## config.mk

```make
export PLATFORM = sky130hd
export DESIGN_NAME = palette_lookup_arbiter
export DESIGN_NICKNAME = d
export VERILOG_FILES = /design/src/rtl/palette_arb_pkg.sv /design/src/rtl/palette_rr_grant.sv /design/src/rtl/palette_lookup_arbiter.sv
export SDC_FILE = /design/constraint.sdc
export NUM_CORES = 1
export LEC_CHECK = 0
export ABC_CLOCK_PERIOD_IN_PS = 5560
export BUFFER_PORTS_ARGS = -buffer_cell sky130_fd_sc_hd__buf_2
export CAP_MARGIN = 20
export CORE_MARGIN = 2
export CORE_UTILIZATION = 48
export DETAILED_ROUTE_END_ITERATION = 10
export PLACE_DENSITY = 0.9
export SLEW_MARGIN = 20
export SYNTH_ARGS = -nofsm -noshare
export SYNTH_HDL_FRONTEND = slang
export SYNTH_SLANG_ARGS = --single-unit
```

## constraint.sdc

```tcl
create_clock -name clk -period 5.56 [get_ports clk]
set_input_delay 0.278 -clock clk [delete_from_list [all_inputs] [get_ports clk]]
set_output_delay 0.278 -clock clk [all_outputs]
set_load 0.05 [all_outputs]
```

## src/rtl/palette_arb_pkg.sv

```systemverilog
// Shared defaults and types for the palette lookup arbiter.
package palette_arb_pkg;

    localparam int IDX_W_DEF = 4;
    localparam int CH_W_DEF  = 4;

    typedef logic [3*CH_W_DEF-1:0] rgb_t;

    typedef struct packed {
        logic [IDX_W_DEF-1:0] index;
    } pal_req_t;

endpackage

```

## src/rtl/palette_rr_grant.sv

```systemverilog
// Combinational round-robin grant: first valid requester at or after rr_ptr,
// modulo NUM_REQ. The pointer register lives in the parent.
module palette_rr_grant #(
    parameter int NUM_REQ = 4,
    parameter int ID_W    = $clog2(NUM_REQ)
) (
    input  logic [NUM_REQ-1:0] req_valid,
    input  logic [ID_W-1:0]    rr_ptr,
    output logic [NUM_REQ-1:0] grant,
    output logic [ID_W-1:0]    grant_id,
    output logic               any_grant
);

    logic [ID_W:0] w_ptr;
    logic [ID_W:0] w_pos;
    logic [ID_W:0] w_dist;
    logic [ID_W:0] w_best;

    // Each requester's distance from the pointer; the smallest valid one wins.
    always_comb begin
        // NOTE: every output gets a default first so no path can infer a latch.
        w_ptr     = {1'b0, rr_ptr};
        w_pos     = '0;
        w_dist    = '0;
        w_best    = '1;
        grant_id  = '0;
        any_grant = 1'b0;
        for (int i = 0; i < NUM_REQ; i++) begin
            w_pos  = (ID_W+1)'(i);
            w_dist = (w_pos >= w_ptr) ? (w_pos - w_ptr)
                                      : (w_pos + (ID_W+1)'(NUM_REQ) - w_ptr);
            if (req_valid[i] && (w_dist < w_best)) begin
                w_best    = w_dist;
                grant_id  = ID_W'(i);
                any_grant = 1'b1;
            end
        end
    end

    always_comb begin
        grant = '0;
        for (int i = 0; i < NUM_REQ; i++) begin
            grant[i] = any_grant && (grant_id == ID_W'(i));
        end
    end

endmodule

```

## src/rtl/palette_lookup_arbiter.sv

```systemverilog
// Round-robin arbiter sharing one combinational palette between renderers.
// Optional feature macro: PAL_ARB_TRANSPARENT_EN (transparent-index flag).
module palette_lookup_arbiter
    import palette_arb_pkg::*;
#(
    parameter int NUM_REQ = 4,
    parameter int IDX_W   = IDX_W_DEF,
    parameter int CH_W    = CH_W_DEF
`ifdef PAL_ARB_TRANSPARENT_EN
    ,
    parameter int TRANSPARENT_IDX = 0
`endif
) (
    input  logic                       clk,
    input  logic                       rst_n,
    input  logic [NUM_REQ-1:0]         req_valid,
    input  logic [NUM_REQ*IDX_W-1:0]   req_index,
    output logic [NUM_REQ-1:0]         req_ready,
    output logic [IDX_W-1:0]           pal_index,
    input  logic [CH_W-1:0]            pal_red,
    input  logic [CH_W-1:0]            pal_green,
    input  logic [CH_W-1:0]            pal_blue,
    output logic                       resp_valid,
    input  logic                       resp_ready,
    output logic [$clog2(NUM_REQ)-1:0] resp_id,
    output logic [3*CH_W-1:0]          resp_rgb
`ifdef PAL_ARB_TRANSPARENT_EN
    ,
    output logic                       resp_transparent
`endif
);

    localparam int ID_W = $clog2(NUM_REQ);

    logic [ID_W-1:0]    r_rr_ptr;
    logic               r_a_valid;
    logic [ID_W-1:0]    r_a_id;
    logic [IDX_W-1:0]   r_a_index;
    logic               r_resp_valid;
    logic [ID_W-1:0]    r_resp_id;
    logic [3*CH_W-1:0]  r_resp_rgb;

    logic [NUM_REQ-1:0] w_grant;
    logic [ID_W-1:0]    w_grant_id;
    logic               w_any_grant;
    logic               w_b_adv;
    logic               w_a_adv;
    logic               w_accept;
    logic [IDX_W-1:0]   w_sel_index;
    logic [3*CH_W-1:0]  w_pal_rgb;

    palette_rr_grant #(
        .NUM_REQ (NUM_REQ),
        .ID_W    (ID_W)
    ) u_grant (
        .req_valid (req_valid),
        .rr_ptr    (r_rr_ptr),
        .grant     (w_grant),
        .grant_id  (w_grant_id),
        .any_grant (w_any_grant)
    );

    assign w_b_adv   = !r_resp_valid || resp_ready;
    assign w_a_adv   = !r_a_valid || w_b_adv;
    assign w_accept  = w_a_adv && w_any_grant;
    assign req_ready = w_a_adv ? w_grant : '0;
    assign w_pal_rgb = {pal_red, pal_green, pal_blue};

    always_comb begin
        w_sel_index = '0;
        for (int i = 0; i < NUM_REQ; i++) begin
            if (w_grant[i]) w_sel_index = req_index[i*IDX_W +: IDX_W];
        end
    end

`ifdef PAL_ARB_TRANSPARENT_EN
    logic r_a_transp;
    logic r_resp_transparent;
`endif

    always_ff @(posedge clk or negedge rst_n) begin
        if (!rst_n) begin
            r_rr_ptr     <= '0;
            r_a_valid    <= 1'b0;
            r_a_id       <= '0;
            r_a_index    <= '0;
            r_resp_valid <= 1'b0;
            r_resp_id    <= '0;
            r_resp_rgb   <= '0;
`ifdef PAL_ARB_TRANSPARENT_EN
            r_a_transp         <= 1'b0;
            r_resp_transparent <= 1'b0;
`endif
        end else begin
            // NOTE: non-blocking so stage B samples stage A's pre-edge contents.
            if (w_a_adv) begin
                r_a_valid <= w_accept;
                if (w_accept) begin
                    r_a_id    <= w_grant_id;
                    r_a_index <= w_sel_index;
                    r_rr_ptr  <= (w_grant_id == ID_W'(NUM_REQ-1)) ? '0
                                                                  : w_grant_id + 1'b1;
`ifdef PAL_ARB_TRANSPARENT_EN
                    r_a_transp <= (w_sel_index == IDX_W'(TRANSPARENT_IDX));
`endif
                end
            end
            if (w_b_adv) begin
                r_resp_valid <= r_a_valid;
                r_resp_id    <= r_a_id;
`ifdef PAL_ARB_TRANSPARENT_EN
                r_resp_rgb         <= r_a_transp ? '0 : w_pal_rgb;
                r_resp_transparent <= r_a_transp;
`else
                r_resp_rgb   <= w_pal_rgb;
`endif
            end
        end
    end

    assign pal_index  = r_a_index;
    assign resp_valid = r_resp_valid;
    assign resp_id    = r_resp_id;
    assign resp_rgb   = r_resp_rgb;
`ifdef PAL_ARB_TRANSPARENT_EN
    assign resp_transparent = r_resp_transparent;
`endif

endmodule

```

Yosys cells after proc, flatten, opt, wreduce, memory -nomap -nowiden:

Index checks and enable logic that the tools add are counted.

* add/sub/neg operators: 8
* order comparisons: 7
* equality and inequality tests: 3
* mux-type cells: 19
* reductions and logical operators: 15

Operators with widths (count)
* $mux W4: 5
* $mux W3: 6
* $logic_and A1 B1 Y1: 9
* $lt A3 B3 Y1: 3
* $sub A3 B2 Y3 const A: 3
* $mux W2: 3
* $sub A1 B2 Y3 const A: 2
* $sub A2 B2 Y3 const A: 2
* $mux W1: 5
* $eq A2 B2 Y1 const B: 2
* $ge A1 B2 Y1 const A: 2
* $lt A3 B3 Y1 const B: 1
* $add A2 B1 Y2 const B: 1
* $eq A2 B1 Y1 const B: 1
* $ge A2 B2 Y1 const A: 1
* $logic_not A1 Y1: 2
* $logic_not A2 Y1: 1
* $logic_or A1 B1 Y1: 2
* $reduce_and A2 Y1: 1

* flip-flop bits (word level): 24
* output and inout port bits: 23
* logic and storage cells: 59

Longest topological paths before layout:

Gate-level depths: netlist (run 1).

* depth in word-level cells: 20
* depth in mapped cells: 24
* mapped depth without buffers: 24

Modules after synthesis:

From an unflattened synthesis (run 1), not the netlist that was laid out.

* cells, all modules: 134
* area total of the unflattened synthesis: 1446.4 sq um

Modules (own cells, without submodules)
* palette_lookup_arbiter: times used 1, cells each 79, area an instance 1054.8 sq um, seq. area each 600.6 sq um
* palette_rr_grant: times used 1, cells each 55, area an instance 391.6 sq um, seq. area each 0.0 sq um

Least setup slack after synthesis (run 1):

OpenSTA, ideal clock, no wires.

* path type: reg2reg
* start point: register r_rr_ptr[1]
* end point: register r_a_index[2] (netlist: pal_index[2])
* arrival time: 5.282 ns
* required time: 5.469 ns
* path slack: 0.187 ns
* stages on the path, launching flop included: 23
* period minus slack after synthesis: 5.373 ns
* cells stage by stage: dfrtp_1 -> inv_1 -> ha_1 -> and2_1 -> ha_1 -> and4_1 -> a211o_1 -> o21ai_0 -> ha_1 -> a21oi_1 -> o21ai_0 -> nor2_1 -> a21oi_1 -> ha_1 -> o21ai_0 -> o211a_1 -> nand3b_1 -> inv_1 -> ha_1 -> inv_1 -> nor2_1 -> o211ai_1 -> o221ai_1

* longest elaborated chain between the ends: 20
* elaborated cells on any way between the ends: 45
* those cells by class: add/sub: 7; order compare: 7; eq/ne: 3; mux: 17; reduce/logical: 11

Ends and longest elaborated chain
* from (decl): RTL line palette_lookup_arbiter.sv:35 `logic [ID_W-1:0] r_rr_ptr;`
* from (signal assigned): RTL line palette_lookup_arbiter.sv:101 `r_rr_ptr <= (w_grant_id == ID_W'(NUM_REQ-1)) ? '0`
* $sub A3 B2 Y3 (tied with other cells): RTL line palette_rr_grant.sv:31 `: (w_pos + (ID_W+1)'(NUM_REQ) - w_ptr);`
* $mux W3: RTL line palette_rr_grant.sv:30 `w_dist = (w_pos >= w_ptr) ? (w_pos - w_ptr)`
* $lt A3 B3 Y1: RTL line palette_rr_grant.sv:32 `if (req_valid[i] && (w_dist < w_best)) begin`
* $logic_and A1 B1 Y1: RTL line palette_rr_grant.sv:32
* $mux W3: RTL line palette_rr_grant.sv:32
* $lt A3 B3 Y1: RTL line palette_rr_grant.sv:32
* $logic_and A1 B1 Y1: RTL line palette_rr_grant.sv:32
* $mux W3: RTL line palette_rr_grant.sv:32
* $lt A3 B3 Y1: RTL line palette_rr_grant.sv:32
* $logic_and A1 B1 Y1: RTL line palette_rr_grant.sv:32
* $mux W3: RTL line palette_rr_grant.sv:32
* $lt A3 B3 Y1: RTL line palette_rr_grant.sv:32
* $logic_and A1 B1 Y1: RTL line palette_rr_grant.sv:32
* $mux W2: RTL line palette_rr_grant.sv:32
* $logic_not A2 Y1: RTL line palette_rr_grant.sv:43 `grant[i] = any_grant && (grant_id == ID_W'(i));`
* $logic_and A1 B1 Y1: RTL line palette_rr_grant.sv:43
* $mux W4 (4 in a row): RTL line palette_lookup_arbiter.sv:72 `if (w_grant[i]) w_sel_index = req_index[i*IDX_W +: IDX_W];`
* to (signal assigned): RTL line palette_lookup_arbiter.sv:100 `r_a_index <= w_sel_index;`
* to (decl): RTL line palette_lookup_arbiter.sv:38 `logic [IDX_W-1:0] r_a_index;`

Several ways; a longest one is shown, not always the timed one.
A chain may end at the register's enable or synchronous reset.

Worst setup path in the final report (run 1):

* start point: register r_rr_ptr[1]
* end point: output req_ready[0]

* longest elaborated chain between the ends: 17
* elaborated cells on any way between the ends: 34
* those cells by class: add/sub: 7; order compare: 7; mux: 14; reduce/logical: 6

Ends and longest elaborated chain
* $sub A3 B2 Y3 (tied with other cells): RTL line palette_rr_grant.sv:31
* $mux W3: RTL line palette_rr_grant.sv:30
* $lt A3 B3 Y1: RTL line palette_rr_grant.sv:32
* $logic_and A1 B1 Y1: RTL line palette_rr_grant.sv:32
* $mux W3: RTL line palette_rr_grant.sv:32
* $lt A3 B3 Y1: RTL line palette_rr_grant.sv:32
* $logic_and A1 B1 Y1: RTL line palette_rr_grant.sv:32
* $mux W3: RTL line palette_rr_grant.sv:32
* $lt A3 B3 Y1: RTL line palette_rr_grant.sv:32
* $logic_and A1 B1 Y1: RTL line palette_rr_grant.sv:32
* $mux W3: RTL line palette_rr_grant.sv:32
* $lt A3 B3 Y1: RTL line palette_rr_grant.sv:32
* $logic_and A1 B1 Y1: RTL line palette_rr_grant.sv:32
* $mux W2: RTL line palette_rr_grant.sv:32
* $logic_not A2 Y1: RTL line palette_rr_grant.sv:43
* $logic_and A1 B1 Y1 (*): RTL line palette_rr_grant.sv:43
* $mux W4 (*): RTL line palette_lookup_arbiter.sv:66 `assign req_ready = w_a_adv ? w_grant : '0;`
* to (decl): RTL line palette_lookup_arbiter.sv:18 `output logic [NUM_REQ-1:0] req_ready,`

Every way passes the cells marked *; elsewhere a longest branch is shown, timed or not.

==> results of run 1 <==
## placed cells by master, fill, tap and decap left out, types with 2 or more instances in the layout
| master | netlist | routed |
|---|---|---|
| o221a_2 | 3 | 3 |
| clkbuf_4 | 0 | 3 |
| o211ai_1 | 5 | 5 |
| o21ai_0 | 3 | 2 |
| ha_1 | 9 | 9 |
| buf_2 | 1 | 57 |
| and2_1 | 2 | 2 |
| mux2_2 | 15 | 15 |
| a211o_1 | 2 | 2 |
| nand3b_1 | 3 | 3 |
| o221ai_1 | 2 | 2 |
| inv_1 | 15 | 15 |
| nor2b_1 | 3 | 2 |
| buf_4 | 0 | 5 |
| nand2b_1 | 8 | 8 |
| nand3_1 | 5 | 5 |
| dfrtp_1 | 24 | 24 |
| nor2_1 | 6 | 5 |
| o21a_1 | 2 | 2 |
| a21oi_1 | 6 | 6 |
| nand2_1 | 14 | 14 |
## critical path: cells and delay by family (launching register included)
kind / cells / cell delay [ns]
DFF: 1 / 0.36
adders and majority gates: 5 / 1.31
buffers and inverters: 4 / 0.53
and+or+nand+nor: 7 / 1.17
AOI/OAI and AO/OA: 7 / 1.24
## power groups by stage
stage	registers (mW)	logic, mW	clock network [mW]
after floorplan	0.388	0.484	0
after global placement	0.257	0.786	0
after detailed placement	0.257	0.811	0
after CTS	0.254	0.814	0.0920
after global routing	0.260	0.921	0.0953
final	0.253	0.838	0.0884
## cell usage after synthesis (2+ instances only)
library cell | count | area (µm²)
a211o_1 | 2 | 17.52
a211oi_1 | 2 | 15.01
a21oi_1 | 6 | 30.03
and2_1 | 2 | 12.51
clkbuf_1 | 2 | 7.510
dfrtp_1 | 24 | 600.6
ha_1 | 9 | 112.6
inv_1 | 15 | 56.30
mux2_2 | 15 | 168.9
nand2_1 | 14 | 52.55
nand2b_1 | 8 | 50.05
nand3_1 | 5 | 25.02
nand3b_1 | 3 | 22.52
nor2_1 | 6 | 22.52
nor2b_1 | 3 | 18.77
o211ai_1 | 5 | 37.54
o21a_1 | 2 | 15.01
o21ai_0 | 3 | 15.01
o221a_2 | 3 | 33.78
o221ai_1 | 2 | 17.52
## routing by layer
metal	global-route usage, %	part of all wire, %	vias to the layer above
met5	0	0	-
met4	3.810	0.74	0
met3	5.844	8.2	4
met2	36.49	49	61
met1	24.11	42	649
li1	-	-	673
## logic make-up (layout without fill, tap and decap cells)
logic type / Yosys count / after routing / share of synthesized area (%)
compound gates: 34 / 34 / 17.86
fa+ha+maj: 9 / 9 / 7.513
buf+inv: 18 / 82 / 4.591
flops: 24 / 24 / 40.07
mux: 16 / 16 / 11.94
simple gates: 48 / 48 / 18.03
## registers in the layout, indices dropped and copies added (netlist names)
signal	count
resp_rgb	12
pal_index	4
r_a_id	2
r_rr_ptr	2
resp_id	2
r_a_valid	1
resp_valid	1
## layout make-up
cell class | count | area, µm²
Tap cell | 33 | 41.29
Multi-Input combinational cell | 107 | 839.6
Sequential cell | 24 | 600.6
Fill cell | 256 | 1096
Inverter | 15 | 56.30
Clock buffer | 4 | 36.28
Timing Repair Buffer | 63 | 332.8
## timing repair
action | in CTS | in global routing
buffers inserted | 0 | 1
hold buffers | 1 | 0
endpoints found under the setup margin | 0 | 8
endpoints found under the hold margin | 24 | 0
gates resized for setup | 0 | 4
## worst min path at each step
stage	cells after the start	from	end
after floorplan	0	rst_n	pal_index[0]
after global placement	1	rst_n	resp_rgb[9]
after detailed placement	1	rst_n	resp_rgb[0]
after CTS	2	pal_red[0]	resp_rgb[8]
after global routing	2	pal_green[3]	resp_rgb[7]
final	2	pal_green[3]	resp_rgb[7]
==> metrics, run 1 <==
P_int 0.5672 mW; number of synthesized flops with an enable pin 0; Final min period 5.198 ns; CTS tree built; CTS Sinks 24; setup tns final 0 ns; Clk pin slew, worst setup/hold paths 0.12 ns; vias in the first global route 1319; fin. max-slew vios 0; number of iterations in the first detailed-routing pass 4; Clock Path Buffers 2; die height 59.88 µm; largest net degree at the start of global routing 25; Rows 20; GR Overflow Total 0; crit path DAT just under 5 ns; final hold violation count 0; P_leak 0.9667 nW; crit end category output pin; sequential element share of the synthesized area 40.07%; final wirelength 3388 µm; non-filler instance count after layout about 250; total power roughly 1.2 mW; first-pass GRT wire length 5595 µm; Area growth, synth to finish 27.21%; Tightest Hold Check Type in2reg; VDD IR max 0.3348 mV; Mean Syn Cell Area 10.06 µm²; Seq pwr share 21.5%; main flop type after synthesis dfrtp_1; final worst slack ~0.36 ns; max_slew headroom 56.54%; Worst Tran Pin Value 0.6520 ns; status completed; Die Width around 60 µm; antenna viol nets, final 0; CP most frequent cell ha_1; Worst Skew 0.006880 ns; number of maximum-capacitance violations 0; Critical Path Slowest Stage Cell dfrtp_1; Gate Count Post-Synth 149; Tcrit/Tclk final 93.49%; Detail Placement HPWL 2658 µm; CP cell instances inv_1 > ha_1 > and2_1 > ha_1 > and4_1 > a211o_1 > nand3_1 > o21ai_1 > ha_1 > a21oi_1 > o21ai_0 > nor2_2 > nor2_1 > a21oi_1 > ha_1 > o21ai_0 > o211a_1 > nand3b_1 > inv_1 > ha_1 > inv_1 > nor2_1 > buf_2; r2r startpoint r_rr_ptr[1]; Num CTS Buffers 3; sw frac 51.92%; Core Util, Final 63.50%; Final Instance Area between 1500 and 2000 µm²; via count 1387; crit path launch r_rr_ptr[1]; Worst-Skew Late Latency between 0.3 and 0.4 ns; R2R cell count 24; Ant. Diodes 0; Comb power frac 71.0%; Critical Path RT 5.28 ns; Initial Util 49.92%; WS Path Type reg2out; Yosys Warn Count 0; Worst setup SP type flop; Worst path max stage delay 0.36 ns; Synth Register Bits 24; crit-path max FO 5; final setup vio count 0; RSZ-0062 raised after global routing no; initial antenna violation count 0; number of port buffers 57; routed wire length per instance between 10 and 15 µm; total core area between 3000 and 4000 µm²; Ports 58; worst slack, placed 0.3926 ns; Worst Setup EP req_ready[0]; Root Driver clkbuf_4; Async SR Flop Fraction 100.0%; Area after DPL 1843 µm²; clock power share 7.5%; net count after synthesis about 190; Post-route DRC 0; Hold Slack 0.1921 ns; drt initial violations 34; fin nets 258; RePlAce Congestion between 0.9 and 1; PD cells slightly above 600 nW/µm²; Post-Syn Area 1499 µm²; Synth cell types 38; layout cell share with drive strength beyond 1 a little over two fifths; fmax 192.4 MHz; H-tree depth 1; Net Sw Power 0.6125 mW; die area between 3000 and 4000 µm²; placed cell count 240; GRT Total Usage 20.33%; R2R Setup Slk about 0.72 ns; worst r2r dst pal_index[2]; vias per cell 5.638
No activity file was read; power rests on OpenSTA's default activity.
==> run 2: changes to the inputs <==
ABC_CLOCK_PERIOD_IN_PS = unset   (was 5560)
RECOVER_POWER = 25   (was unset)
==> metrics, run 2 (synthesis gave the netlist of run 1 again) <==
routed wire length per instance between 10 and 15 µm; initial antenna violation count 0; CP most frequent cell ha_1; CTS Sinks 24; number of iterations in the first detailed-routing pass 4; drt initial violations 34; worst slack, placed 0.3926 ns; CP cell instances inv_1 > ha_1 > and2_1 > ha_1 > and4_1 > a211o_1 > nand3_1 > o21ai_1 > ha_1 > a21oi_1 > o21ai_0 > nor2_2 > nor2_1 > a21oi_1 > ha_1 > o21ai_0 > o211a_1 > nand3b_1 > inv_1 > ha_1 > inv_1 > nor2_1 > buf_2; vias per cell 5.638; Worst path max stage delay around 0.36 ns; number of port buffers between 50 and 60; RePlAce Congestion 0.9391; Rows 20; final wirelength roughly 3400 µm; Num CTS Buffers 3; clock power share under 10%; status completed; H-tree depth 1; setup tns final 0 ns; number of maximum-capacitance violations 0; Post-route DRC 0; Core Util, Final 63.46%; Worst Skew 0.006880 ns; Worst-Skew Late Latency 0.31 ns; final setup vio count 0; most frequent cells in the layout 56 x buf_2, 24 x dfrtp_1, 15 x inv_1, 15 x mux2_2, 14 x nand2_1; WS Path Type reg2out; Clk pin slew, worst setup/hold paths 0.12 ns; Clock Path Buffers 2; max_slew headroom 19.43%; R2R Setup Slk just over 0.7 ns; PD cells 618.9 nW/µm²; P_int approximately 0.57 mW; Initial Util 49.92%; Worst Tran Pin Value 1.209 ns; Worst setup SP type flop; P_leak 0.9640 nW; first-pass GRT wire length 5595 µm; GR Overflow Total 0; Ant. Diodes 0; die area 3586 µm²; VDD IR max about 0.33 mV; crit-path max FO 5; RSZ-0062 raised after global routing no; fin. max-slew vios 0; Ports between 50 and 60; total power 1.179 mW; Tcrit/Tclk final 93.46%; Detail Placement HPWL 2658 µm; final hold violation count 0; via count ~1400; crit end category output pin; die height about 60 µm; fmax 192.4 MHz; vias in the first global route 1319; Die Width 59.88 µm; filler cell count 257; sw frac between 50% and 60%; largest net degree at the start of global routing 25; GRT Total Usage 20.33%; Top delay family on crit path adder cells; fin nets 258; Critical Path RT about 5.3 ns; total core area 3003 µm²; Net Sw Power about 0.6 mW; most common cell after layout, fill and taps aside buf_2; crit path DAT about 5 ns; number of flip-flops in the largest register 12; layout cell share with drive strength beyond 1 41.78%; Tightest Hold Check Type in2reg; Buf/Inv on CP 4; antenna viol nets, final 0; placed cell count 240; final worst slack between 0.3 and 0.4 ns; CTS tree built; non-filler instance count after layout 246; Seq pwr share a little over a fifth; area of the multi-input gates approximately 840 µm²; Critical Path Slowest Stage Cell dfrtp_1; Final min period 5.196 ns; Comb power frac a little over 70%; Area growth, synth to finish 27.13%; Root Driver clkbuf_4; FF/Latch Area 600.6 µm²
[run 2: changes by cell type in the layout (fill, tap and decap cells not counted), sizes merged]
cell	previous run	this run
clkbuf	4	5
buf	62	61
[run 2: worst paths after layout]
check	from	cells past startpoint	endpoint
max reg2reg	r_rr_ptr[1]	24	pal_index[2]
min reg2reg	r_a_valid	1	resp_valid
max in group asynchronous	rst_n	2	resp_rgb[5]
min	pal_green[3]	2	resp_rgb[7]
max	r_rr_ptr[1]	23	req_ready[0]
min in group asynchronous	rst_n	2	r_a_id[0]
[run 2: timing repair]
item	4_1_cts	5_1_grt
hold endpoints to repair	24	0
buffers inserted	0	1
resized for setup	0	4
endpoints found under the setup margin	0	8
hold buffers	1	0
[run 2: layout make-up]
class	count	area share, %
multi-input combinational	107	44.06
clock buffer	4	1.904
tap	33	2.167
timing repair buffer	63	17.40
sequential	24	31.52
inverter	15	2.955
[run 2: routing by layer]
metal / track usage [%] / routed length (µm)
met1: 24.11 / 1434
met4: 3.810 / 25
met3: 5.844 / 278
met2: 36.49 / 1646
met5: 0 / 0
[run 2: stage by stage]
stage | hold WS (ns) | instance area [µm²]
final | 0.1921 | 1906
after global routing | 0.1875 | 1906
after CTS | 0.1825 | 1889
after detailed placement | 0.2801 | 1843
after global placement | 0.2750 | 1843
after floorplan | -0.01759 | 1499
[run 2: power by group through the flow]
stage                     registers, mW  logic [mW]  clock network (mW)
final                             0.253       0.838              0.0884
after detailed placement          0.257       0.811                   0
after CTS                         0.254       0.814              0.0920
after global placement            0.257       0.786                   0
after floorplan                   0.388       0.484                   0
after global routing              0.260       0.921              0.0953
